[src/rtl/fifo_wr_arbiter.sv]
// Packet-atomic round-robin write arbiter for a shared FIFO.
// Grants are combinational; a multi-word packet locks its owner until last or burst cap.
module fifo_wr_arbiter #(
    parameter int NUM_REQ    = 4,
    parameter int DATA_WIDTH = 64,
    parameter int MAX_BURST  = 16,
    localparam int OW        = (NUM_REQ > 1) ? $clog2(NUM_REQ) : 1,
    localparam int BW        = $clog2(MAX_BURST) + 1
) (
    input  logic                          clk,
    input  logic                          rst_n,
    input  logic [NUM_REQ-1:0]            req,
    input  logic [NUM_REQ*DATA_WIDTH-1:0] req_data,
    input  logic [NUM_REQ-1:0]            req_last,
    output logic [NUM_REQ-1:0]            gnt,
    input  logic                          fifo_full,
    output logic                          fifo_wr_en,
    output logic [DATA_WIDTH-1:0]         fifo_data,
    output logic                          busy,
    output logic [OW-1:0]                 owner
);

    typedef enum logic {
        S_IDLE = 1'b0,
        S_LOCK = 1'b1
    } state_e;

    state_e        state_q, state_d;
    logic [OW-1:0] owner_q, owner_d;
    logic [OW-1:0] rr_ptr_q, rr_ptr_d;
    logic [BW-1:0] beat_cnt_q, beat_cnt_d;

    logic [OW-1:0] scan_idx;
    logic          scan_vld;
    logic [OW-1:0] cand;
    int            pos;

    logic [OW-1:0] gnt_idx;
    logic          gnt_vld;

    logic [BW-1:0] beat_inc;
    logic          burst_end;

    // Index following i, wrapping back to requester 0.
    function automatic logic [OW-1:0] ptr_after(input logic [OW-1:0] i);
        if (int'(i) == NUM_REQ - 1) begin
            return '0;
        end
        return i + 1'b1;
    endfunction

    // Round-robin scan: first requester at or after rr_ptr, modulo NUM_REQ.
    always_comb begin
        scan_vld = 1'b0;
        scan_idx = rr_ptr_q;
        pos      = 0;
        cand     = '0;
        for (int k = 0; k < NUM_REQ; k++) begin
            pos = int'(rr_ptr_q) + k;
            if (pos >= NUM_REQ) begin
                pos = pos - NUM_REQ;
            end
            cand = OW'(pos);
            if (!scan_vld && req[cand]) begin
                scan_vld = 1'b1;
                scan_idx = cand;
            end
        end
    end

    // Pick the granted requester; a full FIFO or locked idle owner blocks all.
    always_comb begin
        gnt_vld = 1'b0;
        gnt_idx = owner_q;
        if (!fifo_full) begin
            unique case (state_q)
                S_IDLE: begin
                    gnt_vld = scan_vld;
                    gnt_idx = scan_idx;
                end
                S_LOCK: begin
                    gnt_vld = req[owner_q];
                    gnt_idx = owner_q;
                end
                default: begin
                    gnt_vld = 1'b0;
                    gnt_idx = owner_q;
                end
            endcase
        end
    end

    // One-hot grant vector and write-data mux, zero when nothing moves.
    always_comb begin
        gnt       = '0;
        fifo_data = '0;
        for (int i = 0; i < NUM_REQ; i++) begin
            if (gnt_vld && (gnt_idx == OW'(i))) begin
                gnt[i]    = 1'b1;
                fifo_data = req_data[i*DATA_WIDTH +: DATA_WIDTH];
            end
        end
    end

    assign fifo_wr_en = |gnt;
    assign busy       = (state_q == S_LOCK);
    assign owner      = owner_q;

    assign beat_inc  = beat_cnt_q + 1'b1;
    assign burst_end = (beat_inc == BW'(MAX_BURST));

    // Next-state: open a lock on a multi-word start, close on last word or cap.
    always_comb begin
        state_d    = state_q;
        owner_d    = owner_q;
        rr_ptr_d   = rr_ptr_q;
        beat_cnt_d = beat_cnt_q;
        unique case (state_q)
            S_IDLE: begin
                if (gnt_vld) begin
                    owner_d = gnt_idx;
                    if (req_last[gnt_idx] || (MAX_BURST == 1)) begin
                        rr_ptr_d = ptr_after(gnt_idx);
                    end else begin
                        state_d    = S_LOCK;
                        beat_cnt_d = BW'(1);
                    end
                end
            end
            S_LOCK: begin
                if (gnt_vld) begin
                    beat_cnt_d = beat_inc;
                    if (req_last[owner_q] || burst_end) begin
                        state_d  = S_IDLE;
                        rr_ptr_d = ptr_after(owner_q);
                    end
                end
            end
            default: begin
                state_d = S_IDLE;
            end
        endcase
    end

    // State registers; reset drops any lock at once.
    always_ff @(posedge clk or negedge rst_n) begin
        if (!rst_n) begin
            state_q    <= S_IDLE;
            owner_q    <= '0;
            rr_ptr_q   <= '0;
            beat_cnt_q <= '0;
        end else begin
            state_q    <= state_d;
            owner_q    <= owner_d;
            rr_ptr_q   <= rr_ptr_d;
            beat_cnt_q <= beat_cnt_d;
        end
    end

endmodule

[config.mk]
export PLATFORM = sky130hd
export DESIGN_NAME = fifo_wr_arbiter
export DESIGN_NICKNAME = d
export VERILOG_FILES = /design/src/rtl/fifo_wr_arbiter.sv
export SDC_FILE = /design/constraint.sdc
export NUM_CORES = 1
export LEC_CHECK = 0
export CAP_MARGIN = 5
export CORE_AREA = 2 2 131 133
export DETAILED_ROUTE_END_ITERATION = 8
export DIE_AREA = 0 0 133 135
export GPL_ROUTABILITY_DRIVEN = 0
export PLACE_DENSITY = 0.62
export SLEW_MARGIN = 40
export SYNTH_ARGS = -nofsm -noshare
export SYNTH_HDL_FRONTEND = slang
export SYNTH_SLANG_ARGS = --single-unit
[constraint.sdc]
create_clock -name clk -period 6.27 [get_ports clk]
set_input_delay 0.627 -clock clk [delete_from_list [all_inputs] [get_ports clk]]
set_output_delay 0.627 -clock clk [all_outputs]
set_load 0.01 [all_outputs]
==> key figures, run 1 <==
Synthesis
  – Seq/Total Area, Yosys: 0.0752
  – Post-synth EDFFs: 0
  – Post-synth top flop: dfrtp_1
  – Post-Syn Nets: 817
  – Synth area leader: mux2i_1
  – Seq cells post-synth: 10
  – Netlist Area Pre-Place: 3330 µm²
  – Commonest cells post-synth: nor2_1, a21oi_1, nand2_1
  – Synth top area cells: mux2i_1, and3_1, a21oi_1, o21ai_0, nor2_1
  – Mapped Cells: 545
  – Avg Inst Size Synth: 6.11 µm²
  – Most frequent cell after synthesis: nor2_1
  – Count of cell types in the netlist: 51
  – Yosys top cell area share: 0.192
  – Syn. warnings: 0
  – Ys async rst share: 1.00

Clocking
  – Root buf cell: clkbuf_16
  – Post-CTS Setup Repair Bufs: 0
  – Cts bufs inserted: 3
  – Reg clk slew, reported paths: 40 ps
  – CTS tree: yes
  – Cts repair resizes: 0
  – Clk Latency, worst-skew pair: 240 ps
  – Cts hold-fix bufs: 0
  – Htree depth: 1
  – Clk buf depth: 2
  – CTS sink cnt: 10

Timing
  – Setup_tns: 0 ps
  – Fin. Hold Viols: 0
  – Fin Clk Skew: 1.19 ps
  – Final min period: 5000 ps
  – Max frequency: 0.200 GHz
  – Normalized max-slew margin: 0.510
  – Final Cycle Share: 0.798
  – Count of final max-slew check failures: 0
  – RSZ-0062 raised after global routing: no
  – Final setup violation count: 0
  – Slew @ Worst Pin: 736 ps

Drt
  – Final wirelength: 17.4 mm
  – Vias per std cell: 4.67
  – DR vias: 4989
  – Routed len/inst: 16.3 µm
  – Final antenna-violating net count: 0
  – Iter 0 DRT Violations: 157
  – Post-route DRC: 0
  – Drt pass-1 iters: 4

Floorplan
  – Core box area: 16400 µm²
  – IO Pins: 339
  – Width of the chip: 133 µm
  – Initial core utilization: 0.203
  – Site row count: 47
  – Die extent in y: 135 µm
  – Full die area: 18000 µm²

Setup path
  – CP Data Required Time: 5640 ps
  – Worst reg2reg setup slack: 3900 ps
  – R2R Path End: rr_ptr_q[1]
  – Worst flop-to-flop path startpoint: rr_ptr_q[0]
  – Reg2reg path depth: 7
  – Setup CP Type: input pin to output port
  – CP max FO: 30
  – Critical Path Source Type: input pin
  – WP data arrival: 4380 ps
  – Crit. End Element: output port

Final layout
  – # diodes: 0
  – Fin nets: 1122
  – Synthesis-to-finish area growth: 110%
  – Layout cells sized above 1: 0.0413
  – Final Non-Filler Cells: 1068

GRT
  – GR Overflow Total: 0
  – Gr usage total: 0.177
  – Antenna violations before repair: 1
  – First-pass GRT wire length: 25.5 mm
  – Largest net degree at the start of global routing: 70
  – Vias in the first global route: 4846

Min path
  – Hold crit path type: flip-flop to flip-flop
  – Hold worst-path end: beat_cnt_q[4]
  – HP Start: beat_cnt_q[4]
  – Hold path cells: 1

Power and ir drop
  – Leakage power: 3.09 nW
  – Maximum VDD drop: 0.185 mV
  – Pwr dens: 362 nW/µm²

Place
  – Placed cell count: 1065
  – Port Buffers: 338
  – Post-DP HPWL: 13.7 mm

Run
  – Number of max-cap violations: 0

Outcome
  – Status: complete, no violations
[logic make-up (layout without fill, tap and decap cells)]
family	Yosys count	in the layout	share of synthesized area
compound gates	164	164	0.283
flops	10	10	0.0752
mux	69	69	0.218
fa+ha+maj	5	5	0.0188
buf+inv	59	362	0.0707
xor+xnor	2	2	0.00526
simple gates	236	236	0.329
[sequential cells by signal, summed over array words and instances (netlist names)]
name        cells
busy            1
beat_cnt_q      5
rr_ptr_q        2
owner           2
[placed cells by master, fill, tap and decap left out, types with 2 or more instances in the layout]
master and count:
clkdlybuf4s50_1 338, nor2_1 84, a21oi_1 73, nand2_1 72, mux2i_1 64, o21ai_0 64, and3_1 60, dfrtp_1 10
buf_4 8, inv_1 7, a22oi_1 5, nand3_1 4, a21o_1 4, nand2b_1 3, clkbuf_16 3, a31oi_1 2
o21ai_1 2, nor2b_1 2, and2_1 2, mux2_2 2, ha_1 2, ha_2 2, buf_12 2
[worst max path at each step]
stage | end | from | cells past startpoint
finish | fifo_data[35] | fifo_full | 11
floorplan | fifo_data[0] | req[2] | 11
global route | fifo_data[1] | req[3] | 14
CTS | fifo_data[17] | fifo_full | 11
global placement | fifo_data[26] | req[2] | 13
detailed placement | fifo_data[12] | fifo_full | 11
[area by class of cell]
type                       count  area [µm²]
tap                          220         275
clock buffer                   3        75.1
timing repair buffer         348        3480
sequential                    10         250
multi-input combinational    476        2870
inverter                      11        47.5
fill                        1688        9410
[power breakdown]
part	leakage, nW	internal (W)	switching, W
logic	2.93	0.00109	0.00118
registers	0.118	0.0000952	0.0000565
clock network	0.0370	0.0000830	0.0000322
total	3.09	0.00127	0.00127
[worst max-delay path: stages]
cell	delay, ps
clkdlybuf4s50_1	520
or2_4	320
a31oi_1	140
o221ai_1	170
nand2_1	260
ha_1	380
clkinv_2	640
buf_4	490
mux2i_1	160
nor2_1	100
clkdlybuf4s50_1	550
[per-layer routing]
layer | share of wire | GRT usage | wire length, µm | up-vias
met2 | 0.49 | 0.329 | 8590 | 234
li1 | - | - | - | 2523
met1 | 0.40 | 0.207 | 7000 | 2206
met4 | 0.018 | 0.0406 | 313 | 2
met3 | 0.086 | 0.0390 | 1490 | 24
met5 | 0.00092 | 0 | 16 | -
[stage by stage]
stage                      util  area [µm²]  setup slack [ps]  power (W)  hold slack [ps]
after global placement    0.422        6920              1280    0.00245              554
final                     0.427        7000              1270    0.00253              566
after CTS                 0.427        7000              1240    0.00257              565
after detailed placement  0.422        6920              1270    0.00244              555
after global routing      0.427        7000               999    0.00279              591
after floorplan               -        3330              2890    0.00151              331
No activity file was read; power rests on OpenSTA's default activity.
==> inputs of run 2 (changes only) <==
--- a/config.mk
+++ b/config.mk
@@ -6,11 +6,11 @@
 export NUM_CORES = 1
 export LEC_CHECK = 0
 export CAP_MARGIN = 5
-export CORE_AREA = 2 2 131 133
+export CORE_AREA = 2 2 132 134
 export DETAILED_ROUTE_END_ITERATION = 8
-export DIE_AREA = 0 0 133 135
+export DIE_AREA = 0 0 134 136
 export GPL_ROUTABILITY_DRIVEN = 0
-export PLACE_DENSITY = 0.62
+export PLACE_DENSITY = 0.64
 export SLEW_MARGIN = 40
 export SYNTH_ARGS = -nofsm -noshare
 export SYNTH_HDL_FRONTEND = slang
==> constraint.sdc (replaced) <==
create_clock -name clk -period 4.3 [get_ports clk]
set_input_delay 0.43 -clock clk [delete_from_list [all_inputs] [get_ports clk]]
set_output_delay 0.43 -clock clk [all_outputs]
set_load 0.01 [all_outputs]
==> run 2 against run 1 <==
Against the previous run:
- critical path type unchanged
- critical path depth is 3 higher
- clock-buffer cell count is 1 higher
- combinational power is 52% higher
- via count is 0.74% higher
==> key figures, run 2 (synthesis results as in run 1) <==
Final layout
  – Fin nets: 1129
  – Synthesis-to-finish area growth: 116%
  – Most frequent cells in the layout: clkdlybuf4s50_1, nor2_1, a21oi_1
  – Max reg flops: 5
  – Post-route cell area: 7190 µm²
  – Most common cell after layout, fill and taps aside: clkdlybuf4s50_1
  – Layout cells sized above 1: 0.0537
  – # diodes: 0
  – Layout filler cell count: 1752
  – Largest Register: beat_cnt_q

Setup path
  – Critical path cell sequence: clkdlybuf4s50_1 > nor2b_1 > o21ai_0 > nand3_1 > a32oi_4 > ha_2 > clkinv_1 > buf_12 > and3_1 > a21oi_1 > o21ai_0 > mux2i_1 > nor2_1 > clkdlybuf4s50_1
  – Largest stage delay, worst path: 500 ps
  – Critical-path top delay cell: clkdlybuf4s50_1
  – Critical Path Source Type: input pin
  – WP data arrival: 3570 ps
  – R2R Path End: rr_ptr_q[1]
  – Reg2reg path depth: 7
  – Crit. End Element: output port
  – Crit path to: fifo_data[26]
  – Setup CP Type: input pin to output port
  – CP max FO: 39
  – Crit. Startpoint: req[2]
  – CP Data Required Time: 3870 ps
  – Worst reg2reg setup slack: 1850 ps
  – Worst flop-to-flop path startpoint: rr_ptr_q[1]

Power and ir drop
  – Maximum VDD drop: 0.289 mV
  – Leakage power: 3.18 nW
  – Pwr dens: 535 nW/µm²

Place
  – Port Buffers: 338
  – Post-DP HPWL: 13.3 mm
  – Dpl cell area: 7090 µm²
  – Setup WS pre-CTS: 169 ps

Drt
  – Routed len/inst: 15.7 µm
  – DR vias: 5026
  – Vias per std cell: 4.65
  – Drt pass-1 iters: 4
  – Iter 0 DRT Violations: 147
  – Final antenna-violating net count: 0
  – Final wirelength: 16.9 mm
  – Post-route DRC: 0

Clocking
  – Cts bufs inserted: 3
  – Clk Latency, worst-skew pair: 240 ps
  – CTS tree: yes
  – Clk buf depth: 2
  – Htree depth: 1
  – CTS sink cnt: 10
  – Reg clk slew, reported paths: 40 ps
  – Root buf cell: clkbuf_16

Min path
  – Hold crit path type: input pin to asynchronous set/reset pin

Floorplan
  – Core box area: 16900 µm²
  – Site row count: 48
  – Width of the chip: 134 µm
  – IO Pins: 339
  – Die extent in y: 136 µm
  – Full die area: 18200 µm²
  – Initial core utilization: 0.197

Timing
  – Max frequency: 0.250 GHz
  – Normalized max-slew margin: 0.665
  – Final min period: 4000 ps
  – Hold_ws: 527 ps
  – Slew @ Worst Pin: 500 ps
  – RSZ-0062 raised after global routing: no
  – Setup_tns: 0 ps
  – Fin Clk Skew: 1.23 ps
  – Fin. Hold Viols: 0
  – Final Worst Setup Slack: 298 ps
  – Final setup violation count: 0
  – Final Cycle Share: 0.931
  – Count of final max-slew check failures: 0

GRT
  – Vias in the first global route: 4692
  – Largest net degree at the start of global routing: 66
  – GR Overflow Total: 0
  – First-pass GRT wire length: 24.8 mm
  – Antenna violations before repair: 0
  – Gr usage total: 0.170

Outcome
  – Status: complete, no violations

Run
  – Number of max-cap violations: 0
## run 2: per-stage QoR
stage / utilization / std cells / total power (W)
4_1_cts: 0.425 / 1081 / 0.00389
5_1_grt: 0.426 / 1081 / 0.00422
6_report: 0.426 / 1081 / 0.00384
3_5_place_dp: 0.420 / 1077 / 0.00369
2_1_floorplan: - / 545 / 0.00219
3_3_place_gp: 0.417 / 1075 / 0.00363
## run 2: layer usage
| metal | global-route usage | vias to the layer above | routed length, µm |
|---|---|---|---|
| met5 | 0 | - | 0 |
| met4 | 0.0343 | 0 | 282 |
| met1 | 0.205 | 2251 | 6880 |
| met3 | 0.0380 | 16 | 1380 |
| li1 | - | 2536 | - |
| met2 | 0.308 | 223 | 8390 |
## run 2: worst max-delay path, delay by kind of cell
kind                       cells  cell delay [ps]
and+or+nand+nor                4              560
adders and majority gates      1              300
muxes                          1              160
AOI/OAI and AO/OA              4              810
buffers and inverters          4             1300
## run 2: timing repair
| action | in CTS | in global routing |
|---|---|---|
| resized for setup | 0 | 4 |
| endpoints found under the hold margin | 0 | 0 |
| setup buffers | 0 | 0 |
| endpoints found under the setup margin | 0 | 9 |
| hold buffers | 0 | 0 |
## run 2: power breakdown
group | switching, W | internal, W
Sequential | 0.0000780 | 0.000139
Combinational | 0.00174 | 0.00170
Clock | 0.0000488 | 0.000140
Total | 0.00187 | 0.00198
## run 2: cell type report
cell class                 count  area (µm²)  share of cell area
inverter                      11        47.5             0.00661
multi-input combinational    476        2880               0.401
sequential                    10         250              0.0348
clock buffer                   4        88.8              0.0124
timing repair buffer         355        3640               0.506
tap                          225         282              0.0392
## run 2: worst min-delay path by stage
stage / start / end
floorplan: rst_n / beat_cnt_q[0]
global placement: beat_cnt_q[4] / beat_cnt_q[4]
global route: rst_n / busy
finish: rst_n / rr_ptr_q[0]
detailed placement: beat_cnt_q[0] / beat_cnt_q[0]
CTS: rst_n / beat_cnt_q[3]
